===== src/rtl/symcounter_pkg.sv =====
// symcounter_pkg: shared FSM states, LFSR taps and 7-segment hex patterns for the symbol-counting game
package symcounter_pkg;

    typedef enum logic {
        IDLE = 1'b0,
        RUN  = 1'b1
    } state_e;

    // Galois mask for x^16+x^14+x^13+x^11+1 (right-shifting form)
    localparam logic [15:0] LFSR_TAPS = 16'hB400;

    // Active-low {dp,g,f,e,d,c,b,a}; all segments off
    localparam logic [7:0] SEG_BLANK = 8'hFF;

    localparam logic [7:0] SEG_0 = 8'hC0;
    localparam logic [7:0] SEG_1 = 8'hF9;
    localparam logic [7:0] SEG_2 = 8'hA4;
    localparam logic [7:0] SEG_3 = 8'hB0;
    localparam logic [7:0] SEG_4 = 8'h99;
    localparam logic [7:0] SEG_5 = 8'h92;
    localparam logic [7:0] SEG_6 = 8'h82;
    localparam logic [7:0] SEG_7 = 8'hF8;
    localparam logic [7:0] SEG_8 = 8'h80;
    localparam logic [7:0] SEG_9 = 8'h90;
    localparam logic [7:0] SEG_A = 8'h88;
    localparam logic [7:0] SEG_B = 8'h83;
    localparam logic [7:0] SEG_C = 8'hC6;
    localparam logic [7:0] SEG_D = 8'hA1;
    localparam logic [7:0] SEG_E = 8'h86;
    localparam logic [7:0] SEG_F = 8'h8E;

    // One Galois step: shift right, fold the dropped bit back through the taps
    function automatic logic [15:0] lfsr_step(input logic [15:0] s);
        return s[0] ? ((s >> 1) ^ LFSR_TAPS) : (s >> 1);
    endfunction

    // Hex digit to active-low segment pattern
    function automatic logic [7:0] seg_hex(input logic [3:0] v);
        logic [7:0] p;
        case (v)
            4'h0: p = SEG_0;
            4'h1: p = SEG_1;
            4'h2: p = SEG_2;
            4'h3: p = SEG_3;
            4'h4: p = SEG_4;
            4'h5: p = SEG_5;
            4'h6: p = SEG_6;
            4'h7: p = SEG_7;
            4'h8: p = SEG_8;
            4'h9: p = SEG_9;
            4'hA: p = SEG_A;
            4'hB: p = SEG_B;
            4'hC: p = SEG_C;
            4'hD: p = SEG_D;
            4'hE: p = SEG_E;
            default: p = SEG_F;
        endcase
        return p;
    endfunction

endpackage


===== src/rtl/sym_seg_decode.sv =====
// sym_seg_decode: 4-bit value to active-low 7-segment pattern {dp,g..a}
module sym_seg_decode
    import symcounter_pkg::*;
(
    input  logic [3:0] val_i,
    output logic [7:0] seg_o
);

    assign seg_o = seg_hex(val_i);

endmodule


===== src/rtl/sym_gen.sv =====
// sym_gen: LFSR symbol generator with special-symbol count; SYM_GEN_SEG_EN enables the segment decoder
module sym_gen
    import symcounter_pkg::*;
#(
    parameter int          NUM_SYMS    = 10,
    parameter logic [3:0]  SPECIAL_SYM = 4'd7,
    parameter logic [15:0] LFSR_SEED   = 16'hACE1
) (
    input  logic        Clk100M,
    input  logic        Rst_n,
    input  logic        startGen,
    input  logic        stopGen,
    input  logic [31:0] symGenMax,
    output logic        genActive,
    output logic        symValid,
    output logic [3:0]  symbol,
    output logic [7:0]  specialCount,
    output logic [7:0]  symSeg
);

    localparam logic [4:0] NS = 5'(NUM_SYMS);

    state_e      state_q, state_d;
    logic [31:0] period_q, period_d;
    logic [31:0] cnt_q, cnt_d;
    logic [15:0] lfsr_q, lfsr_d;
    logic [3:0]  sym_q, sym_d;
    logic        valid_q, valid_d;
    logic [7:0]  spec_q, spec_d;

    logic [15:0] lfsr_nx;
    logic [3:0]  nib;
    logic [3:0]  sym_r;
    logic        emit;

    assign lfsr_nx = lfsr_step(lfsr_q);
    assign nib     = lfsr_nx[3:0];
    // Fold out-of-range nibbles back into the alphabet with a single subtract
    assign sym_r   = ({1'b0, nib} < NS) ? nib : nib - NS[3:0];
    assign emit    = (state_q == RUN) && (cnt_q == period_q - 32'd1);

    // Next state: stop beats start, start (re)arms the period, RUN emits on period wrap
    always_comb begin
        state_d  = state_q;
        period_d = period_q;
        cnt_d    = cnt_q;
        lfsr_d   = lfsr_q;
        sym_d    = sym_q;
        valid_d  = 1'b0;
        spec_d   = spec_q;
        if (stopGen) begin
            state_d = IDLE;
        end else if (startGen) begin
            state_d  = RUN;
            period_d = (symGenMax < 32'd2) ? 32'd2 : symGenMax;
            cnt_d    = 32'd0;
            spec_d   = 8'd0;
        end else if (state_q == RUN) begin
            cnt_d = emit ? 32'd0 : cnt_q + 32'd1;
            if (emit) begin
                lfsr_d  = lfsr_nx;
                sym_d   = sym_r;
                valid_d = 1'b1;
                spec_d  = (sym_r == SPECIAL_SYM && spec_q != 8'hFF) ? spec_q + 8'd1 : spec_q;
            end
        end
    end

    // State registers
    always_ff @(posedge Clk100M or negedge Rst_n) begin
        if (!Rst_n) begin
            state_q  <= IDLE;
            period_q <= 32'd2;
            cnt_q    <= 32'd0;
            lfsr_q   <= LFSR_SEED;
            sym_q    <= 4'd0;
            valid_q  <= 1'b0;
            spec_q   <= 8'd0;
        end else begin
            state_q  <= state_d;
            period_q <= period_d;
            cnt_q    <= cnt_d;
            lfsr_q   <= lfsr_d;
            sym_q    <= sym_d;
            valid_q  <= valid_d;
            spec_q   <= spec_d;
        end
    end

    assign genActive    = (state_q == RUN);
    assign symValid     = valid_q;
    assign symbol       = sym_q;
    assign specialCount = spec_q;

`ifdef SYM_GEN_SEG_EN
    logic       have_q;
    logic [7:0] seg_w;

    // Display stays blank from reset until a symbol has actually been produced
    always_ff @(posedge Clk100M or negedge Rst_n) begin
        if (!Rst_n) begin
            have_q <= 1'b0;
        end else begin
            have_q <= have_q | valid_d;
        end
    end

    sym_seg_decode u_seg (
        .val_i (sym_q),
        .seg_o (seg_w)
    );

    assign symSeg = have_q ? seg_w : SEG_BLANK;
`else
    assign symSeg = SEG_BLANK;
`endif

endmodule


===== config.mk =====
export PLATFORM = sky130hd
export DESIGN_NAME = sym_gen
export DESIGN_NICKNAME = d
export VERILOG_FILES = /design/src/rtl/symcounter_pkg.sv /design/src/rtl/sym_seg_decode.sv /design/src/rtl/sym_gen.sv
export SDC_FILE = /design/constraint.sdc
export NUM_CORES = 1
export LEC_CHECK = 0
export CAP_MARGIN = 40
export CORE_AREA = 10 10 163 165
export CTS_BUF_LIST = sky130_fd_sc_hd__clkbuf_4 sky130_fd_sc_hd__clkbuf_8
export CTS_CLUSTER_SIZE = 24
export DETAILED_ROUTE_END_ITERATION = 8
export DIE_AREA = 0 0 173 175
export RECOVER_POWER = 100
export SLEW_MARGIN = 10
export SYNTH_ARGS = -nofsm -noshare
export SYNTH_HDL_FRONTEND = slang
export SYNTH_SLANG_ARGS = --single-unit

===== constraint.sdc =====
create_clock -name Clk100M -period 3.6 [get_ports Clk100M]
set_input_delay 1.08 -clock Clk100M [delete_from_list [all_inputs] [get_ports Clk100M]]
set_output_delay 1.08 -clock Clk100M [all_outputs]
set_load 0.02 [all_outputs]

Yosys cells after proc, flatten, opt, wreduce, memory -nomap -nowiden

Index checks and enable logic that the tools add are counted.

Bits in registers: 94
Input bits: 36

Add/subtract/negate cells: 4
$lt $le $gt $ge: 2
Equality and inequality tests: 3
Muxes and demuxes: 16
Bitwise gates (word level): 3
Reduce and logical (&&, ||, !) cells: 10

Operator list:

| operator                                            | number |
|---|---|
| two-way mux 32 bit                                  | 4 |
| adder 32 x 1 -> 32 bit, second input constant       | 1 |
| == test 32 bit                                      | 1 |
| < comparator 32 x 2 -> 1 bit, second input constant | 1 |
| two-way mux 8 bit                                   | 4 |
| subtractor 32 x 1 -> 32 bit, second input constant  | 1 |
| two-way mux 16 bit                                  | 1 |
| adder 8 x 1 -> 8 bit, second input constant         | 1 |
| != test 8 bit, second input constant                | 1 |
| AND reduction 4 bit                                 | 2 |
| nonzero test 2 bit                                  | 4 |
| two-way mux 1 bit                                   | 6 |
| == test 4 x 3 -> 1 bit, second input constant       | 1 |
| < comparator 4 bit, second input constant           | 1 |
| two-way mux 4 bit                                   | 1 |
| NOT 3 -> 4 bit                                      | 1 |
| AND reduction 2 bit                                 | 2 |
| subtractor 4 bit, second input constant             | 1 |
| logical AND 1 bit                                   | 2 |
| NOT 1 bit                                           | 2 |

Longest topological paths before layout

Gate-level depths: netlist of run 1.

Depth after elaboration: 10
Gate-level depth with buffers: 15
Depth with buffers taken out: 11

Least setup slack after synthesis of run 1

Ideal clock, no wire load.

Kind: register to register
Start: reg period_q[0]
End: reg lfsr_q[4]
Library setup time: 125 ps
Arrival time: 3111 ps
Required time: 3475 ps
Setup slack: 363 ps
Stages on the path, launching flop included: 13
Path buffers: 2
Path through: dfrtp_1 inv_1 ha_1 nor3b_2 nand4_1 nor3_1 mux2_2 a31o_2 a2111oi_4 nand3b_1 buf_2 buf_6 mux2_4

Cells in the longest elaborated chain, start to end: 4

Ends and longest elaborated chain:

| what                                 | RTL line      | source |
|---|---|---|
| start: declaration                   | sym_gen.sv:24 | `logic [31:0] period_q, period_d;` |
| start signal: assignment             | sym_gen.sv:81 | `period_q <= period_d;` |
| subtractor 32 x 1 -> 32 bit          | sym_gen.sv:40 | `assign emit = (state_q == RUN) && (cnt_q == period_q - 32'd1);` |
| == test 32 bit                       | sym_gen.sv:40 |  |
| logical AND 1 bit                    | sym_gen.sv:40 |  |
| AND reduction 4 bit (no source line) | --            |  |
| end signal: assignment               | sym_gen.sv:83 | `lfsr_q <= lfsr_d;` |
| end: declaration                     | sym_gen.sv:26 | `logic [15:0] lfsr_q, lfsr_d;` |

Every way passes these cells.
A chain may end at the register's enable or synchronous reset.

Final worst setup path of run 1

Start: reg period_q[0]
End: reg cnt_q[3]

Cells in the longest elaborated chain, start to end: 6

Ends and longest elaborated chain:

| what                        | RTL line      | source |
|---|---|---|
| subtractor 32 x 1 -> 32 bit | sym_gen.sv:40 |  |
| == test 32 bit              | sym_gen.sv:40 |  |
| logical AND 1 bit           | sym_gen.sv:40 |  |
| two-way mux 32 bit          | sym_gen.sv:59 | `cnt_d = emit ? 32'd0 : cnt_q + 32'd1;` |
| two-way mux 32 bit          | sym_gen.sv:58 | `end else if (state_q == RUN) begin` |
| two-way mux 32 bit          | sym_gen.sv:53 | `end else if (startGen) begin` |
| end signal: assignment      | sym_gen.sv:82 | `cnt_q <= cnt_d;` |
| end: declaration            | sym_gen.sv:25 | `logic [31:0] cnt_q, cnt_d;` |

Every way passes these cells. The select of a mux whose other input is x is not followed.

==> metrics.md, run 1 <==
| Metric | Value |
|---|---|
| Synthesized-area fraction occupied by ao, oa, aoi and oai cells | 0.127 |
| Final min period | 3.38 ns |
| Accumulated negative setup slack | 0 ns |
| Sequential element share of the synthesized area | 0.414 |
| Largest stage delay, worst path | 0.57 ns |
| Final setup fails | 0 |
| Combined flip-flop and latch cell area | 2360 um^2 |
| Latest clock arrival within the worst-skew pair | 0.38 ns |
| Total track usage | 0.0976 |
| Antenna violations before repair | 0 |
| Fin nets | 740 |
| Fin. Hold Viols | 0 |
| Overall power of the completed layout | 0.00229 W |
| Placed cell count | 1,005 |
| Adder and majority cell fraction of the synthesized area | 0.00876 |
| Setup repair after global routing missed its margin | false |
| Number of distinct library cell variants in the gate-level netlist after synthesis | 69 |
| Dominant combinational cell family by area after synthesis | simple AND/OR/NAND/NOR gates |
| Remaining Overflow, GRT | 0 |
| Min-Delay Path Class | reg2reg |
| Area of the mapped netlist | 5720 um^2 |
| Switching power summed over all nets | 0.000741 W |
| I/O pin count | 58 |
| Violated checks | capacitance limit, slew limit |
| CP required | 3.88 ns |
| Clock transition at the registers of the reported paths | 0.11 ns |
| Clock buffers created by TritonCTS | 9 |
| Clock tree sinks | 94 |
| Critical path data arrival time | 3.65 ns |
| Combinational share of power | 0.180 |
| # Max-Cap Violations | 1 |
| Final estimated routing congestion in global placement | 0.888 |
| Post-synth top area share | 0.372 |
| Number of enable flip-flop cells after synthesis | 0 |
| P&R area growth vs syn | 19.1% |
| Die Ht | 175 um |
| Fraction of the mapped netlist area in simple logic gates | 0.286 |
| Number of instances in the synthesized netlist | 649 |
| Final period utilization | 0.938 |
| Static leakage | 2.82 nW |
| # port buffers | 49 |
| Htree depth | 3 |
| Clock tree skew after final layout | 0.0151 ns |
| 1st-pass router iterations | 4 |
| Internal portion of total power | 0.00155 W |
| Hold bufs inserted after CTS | 0 |
| Initial drt markers | 273 |
| Layout fillers | 2,551 |
| Maximum clock frequency | 296 MHz |
| Number of global-route vias before repair | 4,740 |
| Number of non-filler instances in the completed layout | 1,024 |
| Clock Tree Root | sky130_fd_sc_hd__clkbuf_8 |
| Synth Area in XOR/XNOR | 0.0751 |
| Critical Path, Cell by Cell | inv_1 -> ha_2 -> or3b_1 -> or4_1 -> o211ai_1 -> o211a_1 -> and2_1 -> and4_2 -> a21o_1 -> buf_12 -> o21ai_0 -> a22o_1 |
| Full die area | 30,300 um^2 |
| Starting Density | 0.246 |
| Slowest library cell on the worst path | sky130_fd_sc_hd__or4_1 |
| Total number of vias | 4,845 |
| Switching power share of the total | 0.323 |
| Crit path launch type | flip-flop |
| Kind of end point of the critical path | flip-flop |
| CP Max Fanout | 30 |
| Main synth FF type | sky130_fd_sc_hd__dfrtp_1 |
| Final Max Slew Viols | 43 |
| Type of the worst setup path | reg2reg |
| Cell accounting for the most synthesized area | sky130_fd_sc_hd__dfrtp_1 |
| Wire length after detailed routing | 14,700 um |
| Slew at the pin closest to its max-slew limit | 2.35 ns |
| Maximum clock insertion buffer count | 2 |
| Width of the die | 173 um |
| Remaining DRCs | 0 |
| Outcome | finished, violations left |
| Via density per instance | 4.73 |
| Number of rows created at floorplan | 56 |
| Syn Area/Cell | 8.81 um^2 |
| First-pass GRT wire length | 25,000 um |
| Number of register bits inferred by synthesis | 94 |
| Multiplexer area fraction after synthesis | 0.0387 |
| Fraction of synthesis flops using an asynchronous set or reset pin | 1.00 |
| Layout cells sized above 1 | 0.113 |
| Worst-case vdd ir drop | 183 uV |
| Remaining number of nets flagged by the antenna check after routing | 0 |
| Half-perimeter wire length after placement | 11,000 um |
| Clock share of power | 0.301 |
| Fraction of power consumed by sequential logic | 0.519 |
| Placeable Area | 23,300 um^2 |
| Wirelength per Cell | 14.4 um |
| Pin count of the biggest net entering global routing | 53 |
| Worst slew slack as a fraction of its limit | -0.568 |
| Leading cell types by total area after synthesis | sky130_fd_sc_hd__dfrtp_1, sky130_fd_sc_hd__nand2_1, sky130_fd_sc_hd__dfstp_2 |
| TritonCTS clock tree | done |
| Count of warnings emitted by yosys | 0 |
| Total area of multi-input combinational cells | 3110 um^2 |
| Cell area power density | 337 nW/um^2 |
| # diodes | 0 |
-- worst max-delay path: cells and delay by family, from the launching register on --
family	cells	cell delay, ns
simple gates	4	1.43
compound gates	5	0.91
flops	1	0.46
buf+inv	2	0.27
fa+ha+maj	1	0.22
-- cell families after synthesis --
group,after synthesis
and+or+nand+nor,319
AOI/OAI and AO/OA,104
DFF,94
buffers and inverters,60
xor gates and xnor gates,49
muxes,18
adders and majority gates,4
other,1
-- registers in the layout, indices dropped and copies added (netlist names) --
| signal | cells |
|---|---|
| cnt_q | 32 |
| period_q | 32 |
| symbol | 4 |
| genActive | 1 |
| specialCount | 8 |
| lfsr_q | 16 |
| symValid | 1 |
-- synthesized netlist by cell type (3+ instances only) --
library cell and instances:
sky130_fd_sc_hd__nand2_1 138, sky130_fd_sc_hd__nor3_1 18, sky130_fd_sc_hd__nor3b_1 4, sky130_fd_sc_hd__o311ai_0 16, sky130_fd_sc_hd__buf_2 6, sky130_fd_sc_hd__a21o_1 3, sky130_fd_sc_hd__xor2_1 23, sky130_fd_sc_hd__buf_4 10
sky130_fd_sc_hd__o211ai_1 4, sky130_fd_sc_hd__nor2_1 23, sky130_fd_sc_hd__nor4_1 13, sky130_fd_sc_hd__clkbuf_1 19, sky130_fd_sc_hd__nand4b_1 3, sky130_fd_sc_hd__and4_1 3, sky130_fd_sc_hd__xnor2_1 26, sky130_fd_sc_hd__ha_1 4
sky130_fd_sc_hd__nand4_1 15, sky130_fd_sc_hd__dfstp_2 9, sky130_fd_sc_hd__o21ai_1 7, sky130_fd_sc_hd__nand2b_1 5, sky130_fd_sc_hd__o21ai_0 27, sky130_fd_sc_hd__mux2_4 6, sky130_fd_sc_hd__a21oi_1 20, sky130_fd_sc_hd__and3_1 6
sky130_fd_sc_hd__mux2_2 9, sky130_fd_sc_hd__or3_1 17, sky130_fd_sc_hd__and2_1 6, sky130_fd_sc_hd__mux2i_1 3, sky130_fd_sc_hd__a22o_1 3, sky130_fd_sc_hd__dfrtp_1 85, sky130_fd_sc_hd__inv_1 22, sky130_fd_sc_hd__or4_1 8
sky130_fd_sc_hd__nor2b_1 3, sky130_fd_sc_hd__nand3_1 38
-- layout by cell type, fill, tap and decap left out, types with 9 or more instances in the layout --
master and instances:
sky130_fd_sc_hd__a21oi_1 20, sky130_fd_sc_hd__mux2_2 9, sky130_fd_sc_hd__dlygate4sd3_1 15, sky130_fd_sc_hd__o311ai_0 16
sky130_fd_sc_hd__nand4_1 15, sky130_fd_sc_hd__clkbuf_8 9, sky130_fd_sc_hd__buf_4 17, sky130_fd_sc_hd__xnor2_1 26
sky130_fd_sc_hd__xor2_1 23, sky130_fd_sc_hd__dfrtp_1 84, sky130_fd_sc_hd__o21ai_0 33, sky130_fd_sc_hd__nand3_1 38
sky130_fd_sc_hd__dfstp_2 9, sky130_fd_sc_hd__nand2_1 138, sky130_fd_sc_hd__clkdlybuf4s50_1 33, sky130_fd_sc_hd__nor4_1 13
sky130_fd_sc_hd__nor2_1 23, sky130_fd_sc_hd__inv_1 22, sky130_fd_sc_hd__or3_1 17, sky130_fd_sc_hd__nor3_1 17
-- per-stage QoR --
step	hold WS (ns)	util	cell area (um^2)	setup WS (ns)
2_1_floorplan	0.442	-	5740	0.363
3_3_place_gp	0.459	0.284	6600	0.172
3_5_place_dp	0.466	0.284	6600	0.121
4_1_cts	0.479	0.292	6790	0.108
5_1_grt	0.506	0.293	6810	0.00498
6_report	0.475	0.293	6810	0.222
-- power groups by stage --
stage	combinational [W]	clock (W)	sequential (W)
2_1_floorplan	0.000278	0	0.00118
3_3_place_gp	0.000410	0	0.00121
4_1_cts	0.000416	0.000711	0.00119
3_5_place_dp	0.000414	0	0.00121
6_report	0.000413	0.000691	0.00119
5_1_grt	0.000465	0.000760	0.00120
-- worst paths after layout --
check | from | slack, ns | cells past startpoint | end
min | lfsr_q[10]$_DFFE_PN1P_ | 0.48 | 2 | lfsr_q[10]$_DFFE_PN1P_
min reg2reg | lfsr_q[10]$_DFFE_PN1P_ | 0.48 | 2 | lfsr_q[10]$_DFFE_PN1P_
min in group asynchronous | Rst_n | 1.39 | 1 | lfsr_q[4]$_DFFE_PN0P_
max | period_q[0]$_DFFE_PN0P_ | 0.22 | 12 | cnt_q[3]$_DFFE_PN0P_
max reg2reg | period_q[0]$_DFFE_PN0P_ | 0.22 | 12 | cnt_q[3]$_DFFE_PN0P_
max in group asynchronous | Rst_n | 0.86 | 1 | cnt_q[28]$_DFFE_PN0P_
-- cell type report --
| type | count | share of cell area |
|---|---|---|
| multi-input combinational | 502 | 0.457 |
| clock inverter | 7 | 0.00938 |
| sequential | 94 | 0.347 |
| timing repair buffer | 71 | 0.0974 |
| clock buffer | 9 | 0.0182 |
| inverter | 22 | 0.0121 |
| tap | 319 | 0.0587 |
-- repair_timing --
action | in CTS | in global routing
gates resized for setup | 0 | 6
hold endpoints to repair | 0 | 0
setup buffers | 0 | 3
setup endpoints to repair | 0 | 52
-- metal layers --
layer  part of all wire  wire [um]  global-route usage  vias up
met5                  0          0                   0        -
met4              0.014        202              0.0262        0
met3              0.039        577              0.0192       12
met2               0.46       6730               0.155       90
met1               0.49       7230               0.133     2342
li1                   -          -                   -     2401
No activity file was read; power rests on OpenSTA's default activity.
==> run 2, diff against run 1 <==
--- a/config.mk
+++ b/config.mk
@@ -6,11 +6,11 @@
 export NUM_CORES = 1
 export LEC_CHECK = 0
 export CAP_MARGIN = 40
-export CORE_AREA = 10 10 163 165
+export CORE_AREA = 10 10 139 141
 export CTS_BUF_LIST = sky130_fd_sc_hd__clkbuf_4 sky130_fd_sc_hd__clkbuf_8
 export CTS_CLUSTER_SIZE = 24
 export DETAILED_ROUTE_END_ITERATION = 8
-export DIE_AREA = 0 0 173 175
+export DIE_AREA = 0 0 149 151
 export RECOVER_POWER = 100
 export SLEW_MARGIN = 10
 export SYNTH_ARGS = -nofsm -noshare
==> metrics.md, run 2 (synthesis gave the netlist of run 1 again) <==
| Metric | Value |
|---|---|
| Static leakage | 2.79 nW (-1.3%) |
| Wirelength per Cell | 16.0 um (+11%) |
| Half-perimeter wire length after placement | 11,100 um (+0.47%) |
| Leading registers by flop count | cnt_q: 32 flops, period_q: 32 flops, lfsr_q: 16 flops |
| Layout cells sized above 1 | 0.0984 (-0.0150) |
| Remaining number of nets flagged by the antenna check after routing | 0 (unchanged) |
| P&R area growth vs syn | 15.8% |
| Final period utilization | 0.940 (+0.00222) |
| Remaining Overflow, GRT | 0 (unchanged) |
| Placeable Area | 16,500 um^2 (-29%) |
| Antenna violations before repair | 0 (unchanged) |
| Full die area | 22,500 um^2 (-26%) |
| Final min period | 3.39 ns (+0.00798 ns) |
| Clock transition at the registers of the reported paths | 0.09 ns (-0.02 ns) |
| Most frequent standard cell in the layout excluding fill and tap cells | sky130_fd_sc_hd__nand2_1 |
| Setup repair after global routing missed its margin | false |
| Layout fillers | 1,681 (-34%) |
| Htree depth | 3 (unchanged) |
| Combinational share of power | 0.171 (-0.009) |
| Final estimated routing congestion in global placement | 0.886 (-0.21%) |
| Number of non-filler instances in the completed layout | 921 (-10%) |
| Overall power of the completed layout | 0.00233 W (+1.5%) |
| Type of the worst setup path | reg2reg |
| Clock share of power | 0.316 (+0.015) |
| Fraction of power consumed by sequential logic | 0.512 (-0.007) |
| Clock buffers created by TritonCTS | 9 (unchanged) |
| # port buffers | 49 (unchanged) |
| Worst slew slack as a fraction of its limit | -0.397 (+0.171) |
| Remaining DRCs | 0 (unchanged) |
| CP required | 3.87 ns (about the same) |
| Total cell area at the placement stage | 6460 um^2 (-2.1%) |
| Accumulated negative setup slack | 0 ns (unchanged) |
| Switching power share of the total | 0.307 (-0.0156) |
| Via density per instance | 5.35 (+13%) |
| First-pass GRT wire length | 24,700 um (-1.4%) |
| Violated checks | capacitance limit, slew limit |
| Number of global-route vias before repair | 4,840 (+2.1%) |
| Min-Delay Path Class | reg2reg |
| Outcome | finished, violations left |
| Final setup fails | 0 (unchanged) |
| Pin count of the biggest net entering global routing | 59 (+11%) |
| Slew at the pin closest to its max-slew limit | 2.10 ns (-0.257 ns) |
| Crit path launch type | flip-flop |
| Clock tree sinks | 94 (unchanged) |
| Wire length after detailed routing | 14,700 um (-0.20%) |
| Initial drt markers | 365 (+34%) |
| Total track usage | 0.133 (+0.0352) |
| Total non-filler cell area in the finished layout | 6620 um^2 (-2.7%) |
| Worst-case vdd ir drop | 156 uV (-15%) |
| Maximum clock insertion buffer count | 2 (unchanged) |
| Width of the die | 149 um (-14%) |
| Most used cells in the layout excluding fill and tap cells | sky130_fd_sc_hd__nand2_1, sky130_fd_sc_hd__dfrtp_1, sky130_fd_sc_hd__nand3_1 |
| Placed cell count | 904 (-10%) |
| # diodes | 0 (unchanged) |
| Maximum clock frequency | 295 MHz (-0.24%) |
| Number of rows created at floorplan | 47 (-16%) |
| Total number of vias | 4,931 (+1.8%) |
| Fin. Hold Viols | 0 (unchanged) |
| Internal portion of total power | 0.00161 W (+3.9%) |
| Latest clock arrival within the worst-skew pair | 0.38 ns (about the same) |
| Cell area power density | 352 nW/um^2 (+4.4%) |
| Clock Tree Root | sky130_fd_sc_hd__clkbuf_8 |
| Kind of end point of the critical path | flip-flop |
| Clock tree skew after final layout | 0.00714 ns (-0.00794 ns) |
| Fraction of the core area covered by cells at the end of the flow | 0.402 (+0.110) |
| Starting Density | 0.347 (+0.101) |
| I/O pin count | 58 (unchanged) |
| Final Max Slew Viols | 37 (-14%) |
| 1st-pass router iterations | 5 (+1) |
| Switching power summed over all nets | 0.000716 W (-3.4%) |
| # Max-Cap Violations | 1 (unchanged) |
| Fin nets | 736 (-0.54%) |
| Die Ht | 151 um (-14%) |
| Critical path data arrival time | 3.65 ns (about the same) |
| CP Max Fanout | 27 (-10%) |
| TritonCTS clock tree | done |
## run 2: changes by cell type in the layout (fill, tap and decap cells not counted), sizes merged
cell,change
buf,-4
inv,-4
clkinv,+3
bufinv,+1
clkbuf,+1
clkinvlp,-1
## run 2: metrics by stage
stage                     setup slack [ns]  hold slack, ns
after global placement               0.214           0.458
after detailed placement             0.153           0.469
after CTS                            0.131           0.482
after global routing               0.00292           0.501
after floorplan                      0.363           0.442
final                                0.214           0.480
## run 2: repair_timing
action | CTS | global route
buffers inserted | 0 | 1
resized for setup | 0 | 2
hold buffers | 0 | 0
endpoints found under the setup margin | 0 | 58
## run 2: metal layers
layer / vias to the layer above / routed length, um / GRT usage
li1: 2391 / - / -
met1: 2396 / 6990 / 0.178
met2: 127 / 6870 / 0.215
met3: 17 / 639 / 0.0221
met4: 0 / 205 / 0.0383
met5: - / 0 / 0
## run 2: final cells by class
type	count	area, um^2	share of cell area
clock buffers	10	131	0.0198
clock inverters	6	72.6	0.0110
inverters	22	82.6	0.0125
multi-input cells	502	3070	0.464
flip-flops and latches	94	2360	0.357
well taps	220	275	0.0416
repair buffers	67	624	0.0943
## run 2: worst paths after layout
path	slack [ns]	end	depth (start not counted)	startpoint
worst max-delay path	0.21	lfsr_q[4]$_DFFE_PN0P_	11	period_q[0]$_DFFE_PN0P_
worst min-delay path	0.48	lfsr_q[13]$_DFFE_PN1P_	2	lfsr_q[13]$_DFFE_PN1P_
worst max register to register	0.21	lfsr_q[4]$_DFFE_PN0P_	11	period_q[0]$_DFFE_PN0P_
worst min register to register	0.48	lfsr_q[13]$_DFFE_PN1P_	2	lfsr_q[13]$_DFFE_PN1P_
max in group asynchronous	1.11	cnt_q[8]$_DFFE_PN0P_	1	Rst_n
min in group asynchronous	1.29	lfsr_q[8]$_DFFE_PN0P_	1	Rst_n
## run 2: worst max-delay path, stage by stage, from the launching register on
cell and delay (ns):
sky130_fd_sc_hd__dfrtp_1 0.44, sky130_fd_sc_hd__inv_1 0.10, sky130_fd_sc_hd__ha_1 0.23, sky130_fd_sc_hd__or3b_1 0.42, sky130_fd_sc_hd__or4_1 0.54, sky130_fd_sc_hd__o211ai_1 0.20
sky130_fd_sc_hd__o211a_1 0.21, sky130_fd_sc_hd__and2_1 0.12, sky130_fd_sc_hd__and4_2 0.31, sky130_fd_sc_hd__nand3b_1 0.11, sky130_fd_sc_hd__buf_4 0.24, sky130_fd_sc_hd__mux2_1 0.34
## run 2: power groups by stage
stage | Combinational, W | Clock, W | Sequential, W
global route | 0.000450 | 0.000791 | 0.00120
finish | 0.000399 | 0.000736 | 0.00119
detailed placement | 0.000402 | 0 | 0.00121
floorplan | 0.000278 | 0 | 0.00118
CTS | 0.000405 | 0.000746 | 0.00119
global placement | 0.000394 | 0 | 0.00121
==> run 3, diff against run 2 <==
--- a/config.mk
+++ b/config.mk
@@ -6,13 +6,16 @@
 export NUM_CORES = 1
 export LEC_CHECK = 0
 export CAP_MARGIN = 40
+export CELL_PAD_IN_SITES_DETAIL_PLACEMENT = 2
+export CELL_PAD_IN_SITES_GLOBAL_PLACEMENT = 2
 export CORE_AREA = 10 10 139 141
 export CTS_BUF_LIST = sky130_fd_sc_hd__clkbuf_4 sky130_fd_sc_hd__clkbuf_8
 export CTS_CLUSTER_SIZE = 24
 export DETAILED_ROUTE_END_ITERATION = 8
 export DIE_AREA = 0 0 149 151
+export PLACE_DENSITY_LB_ADDON = 0.1
 export RECOVER_POWER = 100
-export SLEW_MARGIN = 10
 export SYNTH_ARGS = -nofsm -noshare
 export SYNTH_HDL_FRONTEND = slang
+export SYNTH_HIERARCHICAL = 1
 export SYNTH_SLANG_ARGS = --single-unit
==> metrics.md, run 3 <==
| Metric | Value |
|---|---|
| Outcome | finished, violations left |
| Violated checks | capacitance limit, slew limit |
| List of most frequent post-synthesis cells | sky130_fd_sc_hd__nand2_1, sky130_fd_sc_hd__dfrtp_1, sky130_fd_sc_hd__nand3_1 |
| Clock Tree Root | sky130_fd_sc_hd__clkbuf_8 |
| Clock tree skew after final layout | 0.0178 ns (+0.0107 ns) |
| Number of register bits inferred by synthesis | 94 (unchanged) |
| Placeable Area | 16,500 um^2 (unchanged) |
| Clock buffers created by TritonCTS | 9 (unchanged) |
| Accumulated negative setup slack | 0 ns (unchanged) |
| TritonCTS clock tree | done |
| Remaining DRCs | 0 (unchanged) |
| Count leader, synth | sky130_fd_sc_hd__nand2_1 |
| Wirelength per Cell | 20.3 um (+27%) |
| Latest clock arrival within the worst-skew pair | 0.39 ns (about the same) |
| Category of cells accounting for the largest share of critical-path delay | compound AO/OA/AOI/OAI gates |
| Setup repair after global routing missed its margin | false |
| Syn Area/Cell | 8.81 um^2 (unchanged) |
| Kind of end point of the critical path | flip-flop |
| Cell area power density | 356 nW/um^2 (+1.3%) |
| # Max-Cap Violations | 2 (+1) |
| Full die area | 22,500 um^2 (unchanged) |
| Placed cell count | 908 (+0.44%) |
| Number of non-filler instances in the completed layout | 930 (+0.98%) |
| Initial drt markers | 165 (-55%) |
| # diodes | 0 (unchanged) |
| Layout fillers | 1,872 (+11%) |
| Final period utilization | 0.945 (+0.00446) |
| Tightest hold margin | 0.478 ns (-0.00170 ns) |
| Maximum clock insertion buffer count | 2 (unchanged) |
| Maximum clock frequency | 294 MHz (-0.47%) |
| Post-synth top area share | 0.372 (unchanged) |
| Area of the mapped netlist | 5720 um^2 (unchanged) |
| Crit path launch type | flip-flop |
| CP required | 3.88 ns (about the same) |
| Type of the worst setup path | reg2reg |
| 1st-pass router iterations | 4 (-1) |
| Pin count of the biggest net entering global routing | 54 (-8.5%) |
| Worst slew slack as a fraction of its limit | -0.692 (-0.295) |
| Critical Path, Cell by Cell | inv_1 -> ha_2 -> nor3b_4 -> nand4_1 -> buf_4 -> nor3_4 -> mux2_2 -> a31o_2 -> a2111oi_4 -> a21o_2 -> buf_12 -> o21ai_0 -> a22o_1 |
| Layout cells sized above 1 | 0.128 (+0.0297) |
| Number of rows created at floorplan | 47 (unchanged) |
| Leading cell types by total area after synthesis | sky130_fd_sc_hd__dfrtp_1, sky130_fd_sc_hd__nand2_1, sky130_fd_sc_hd__dfstp_2 |
| Remaining Overflow, GRT | 0 (unchanged) |
| Final min period | 3.40 ns (+0.0161 ns) |
| Crit path buffers/inverters | 3 (+1) |
| Antenna violations before repair | 0 (unchanged) |
| Die Ht | 151 um (unchanged) |
| Critical path data arrival time | 3.68 ns (+0.03 ns) |
| Remaining number of nets flagged by the antenna check after routing | 0 (unchanged) |
| Fin nets | 745 (+1.2%) |
| Number of distinct library cell variants in the gate-level netlist after synthesis | 69 (unchanged) |
| First-pass GRT wire length | 31,100 um (+26%) |
| I/O pin count | 58 (unchanged) |
| Most frequent standard cell in the layout excluding fill and tap cells | sky130_fd_sc_hd__nand2_1 |
| Starting Density | 0.347 (unchanged) |
| Slew at the pin closest to its max-slew limit | 2.54 ns (+0.443 ns) |
| Via density per instance | 5.48 (+2.3%) |
| Number of instances in the synthesized netlist | 649 (unchanged) |
| Total number of vias | 5,093 (+3.3%) |
| Most used cells in the layout excluding fill and tap cells | sky130_fd_sc_hd__nand2_1, sky130_fd_sc_hd__dfrtp_1, sky130_fd_sc_hd__nand3_1 |
| Slowest library cell on the worst path | sky130_fd_sc_hd__dfrtp_2 |
| Number of global-route vias before repair | 5,727 (+18%) |
| Main synth FF type | sky130_fd_sc_hd__dfrtp_1 |
| Final setup fails | 0 (unchanged) |
| Leading registers by flop count | cnt_q: 32 flops, period_q: 32 flops, lfsr_q: 16 flops |
| Half-perimeter wire length after placement | 14,400 um (+30%) |
| Largest stage delay, worst path | 0.46 ns (-0.08 ns) |
| Total track usage | 0.172 (+0.0397) |
| CP Max Fanout | 15 (-44%) |
| Htree depth | 3 (unchanged) |
| Wire length after detailed routing | 18,900 um (+29%) |
| Clock tree sinks | 94 (unchanged) |
| Fraction of synthesis flops using an asynchronous set or reset pin | 1.00 (unchanged) |
| Clock transition at the registers of the reported paths | 0.10 ns (about the same) |
| Count of warnings emitted by yosys | 6 (+6) |
| Sequential element share of the synthesized area | 0.414 (unchanged) |
| Final estimated routing congestion in global placement | 0.874 (-1.3%) |
| Final Max Slew Viols | 76 (+110%) |
| Worst-case vdd ir drop | 183 uV (+17%) |
| P&R area growth vs syn | 18.9% |
| Min-Delay Path Class | reg2reg |
| Width of the die | 149 um (unchanged) |
| Cell accounting for the most synthesized area | sky130_fd_sc_hd__dfrtp_1 |
| # port buffers | 49 (unchanged) |
| Fin. Hold Viols | 0 (unchanged) |
| Number of enable flip-flop cells after synthesis | 0 (unchanged) |
| Static leakage | 2.89 nW (+3.9%) |
[run 3: cell types whose count changed in the layout (fill, tap and decap cells not counted), moves of 2 or more]
| cell | previous run | this run |
|---|---|---|
| sky130_fd_sc_hd__inv_6 | 0 | 2 |
| sky130_fd_sc_hd__o21ai_1 | 1 | 7 |
| sky130_fd_sc_hd__clkinv_4 | 4 | 1 |
| sky130_fd_sc_hd__o21ai_0 | 33 | 27 |
| sky130_fd_sc_hd__mux2_4 | 0 | 6 |
| sky130_fd_sc_hd__buf_4 | 13 | 22 |
| sky130_fd_sc_hd__mux2_1 | 6 | 0 |
[run 3: worst min-delay path, delay by kind of cell (launching register included)]
kind | cells | cell delay, ns
AOI/OAI and AO/OA | 1 | 0.06
DFF | 1 | 0.38
and+or+nand+nor | 1 | 0.05
[run 3: layout make-up]
cell class / instances / area, um^2 / area share
Multi-Input combinational cell: 502 / 3140 / 0.462
Sequential cell: 94 / 2360 / 0.348
Timing Repair Buffer: 76 / 722 / 0.106
Tap cell: 220 / 275 / 0.0405
Clock buffer: 10 / 138 / 0.0202
Inverter: 22 / 82.6 / 0.0121
Clock inverter: 6 / 75.1 / 0.0110
[run 3: cells by family (layout without fill, tap and decap cells)]
logic type / Yosys count / after routing / synth area share
AO/OA/AOI/OAI: 104 / 104 / 0.127
XOR/XNOR: 49 / 49 / 0.0751
adder cells (fa/ha/maj): 4 / 4 / 0.00876
buffers and inverters: 60 / 114 / 0.0499
flip-flops: 94 / 94 / 0.414
multiplexers: 18 / 18 / 0.0387
other: 1 / 8 / 0.000656
AND/OR/NAND/NOR: 319 / 319 / 0.286
[run 3: layer usage]
layer	vias up	track usage	wire (um)
met1	2619	0.222	8760
met3	15	0.0271	520
met4	0	0.0456	239
met5	-	0	0
li1	2400	-	-
met2	59	0.294	9390
[run 3: timing repair]
action / in CTS / in global routing
setup buffers: 0 / 5
setup endpoints to repair: 23 / 56
hold buffers: 0 / 0
gates cloned: 0 / 1
gates resized for setup: 2 / 9
pin swaps: 0 / 4
[run 3: power by group]
part / internal (W) / switching (W) / total (W)
logic: 0.000189 / 0.000262 / 0.000452
clock network: 0.000351 / 0.000430 / 0.000781
registers: 0.00110 / 0.0000858 / 0.00119
total: 0.00165 / 0.000778 / 0.00242
[run 3: worst paths after layout]
check / depth (start not counted) / slack, ns / from / end
max reg2reg: 13 / 0.20 / period_q[0]$_DFFE_PN0P_ / cnt_q[3]$_DFFE_PN0P_
min reg2reg: 2 / 0.48 / lfsr_q[10]$_DFFE_PN1P_ / lfsr_q[10]$_DFFE_PN1P_
max: 13 / 0.20 / period_q[0]$_DFFE_PN0P_ / cnt_q[3]$_DFFE_PN0P_
min: 2 / 0.48 / lfsr_q[10]$_DFFE_PN1P_ / lfsr_q[10]$_DFFE_PN1P_
max in group asynchronous: 1 / 0.67 / Rst_n / specialCount[6]$_DFFE_PN0P_
min in group asynchronous: 1 / 1.45 / Rst_n / cnt_q[9]$_DFFE_PN0P_
[run 3: through the flow]
step | area, um^2 | utilization | setup slack [ns] | power, W
finish | 6800 | 0.413 | 0.198 | 0.00242
global route | 6800 | 0.413 | 0.0000702 | 0.00256
CTS | 6720 | 0.408 | -0.0126 | 0.00246
detailed placement | 6490 | 0.394 | -0.0694 | 0.00165
global placement | 6490 | 0.394 | 0.182 | 0.00163
floorplan | 5740 | - | 0.363 | 0.00146
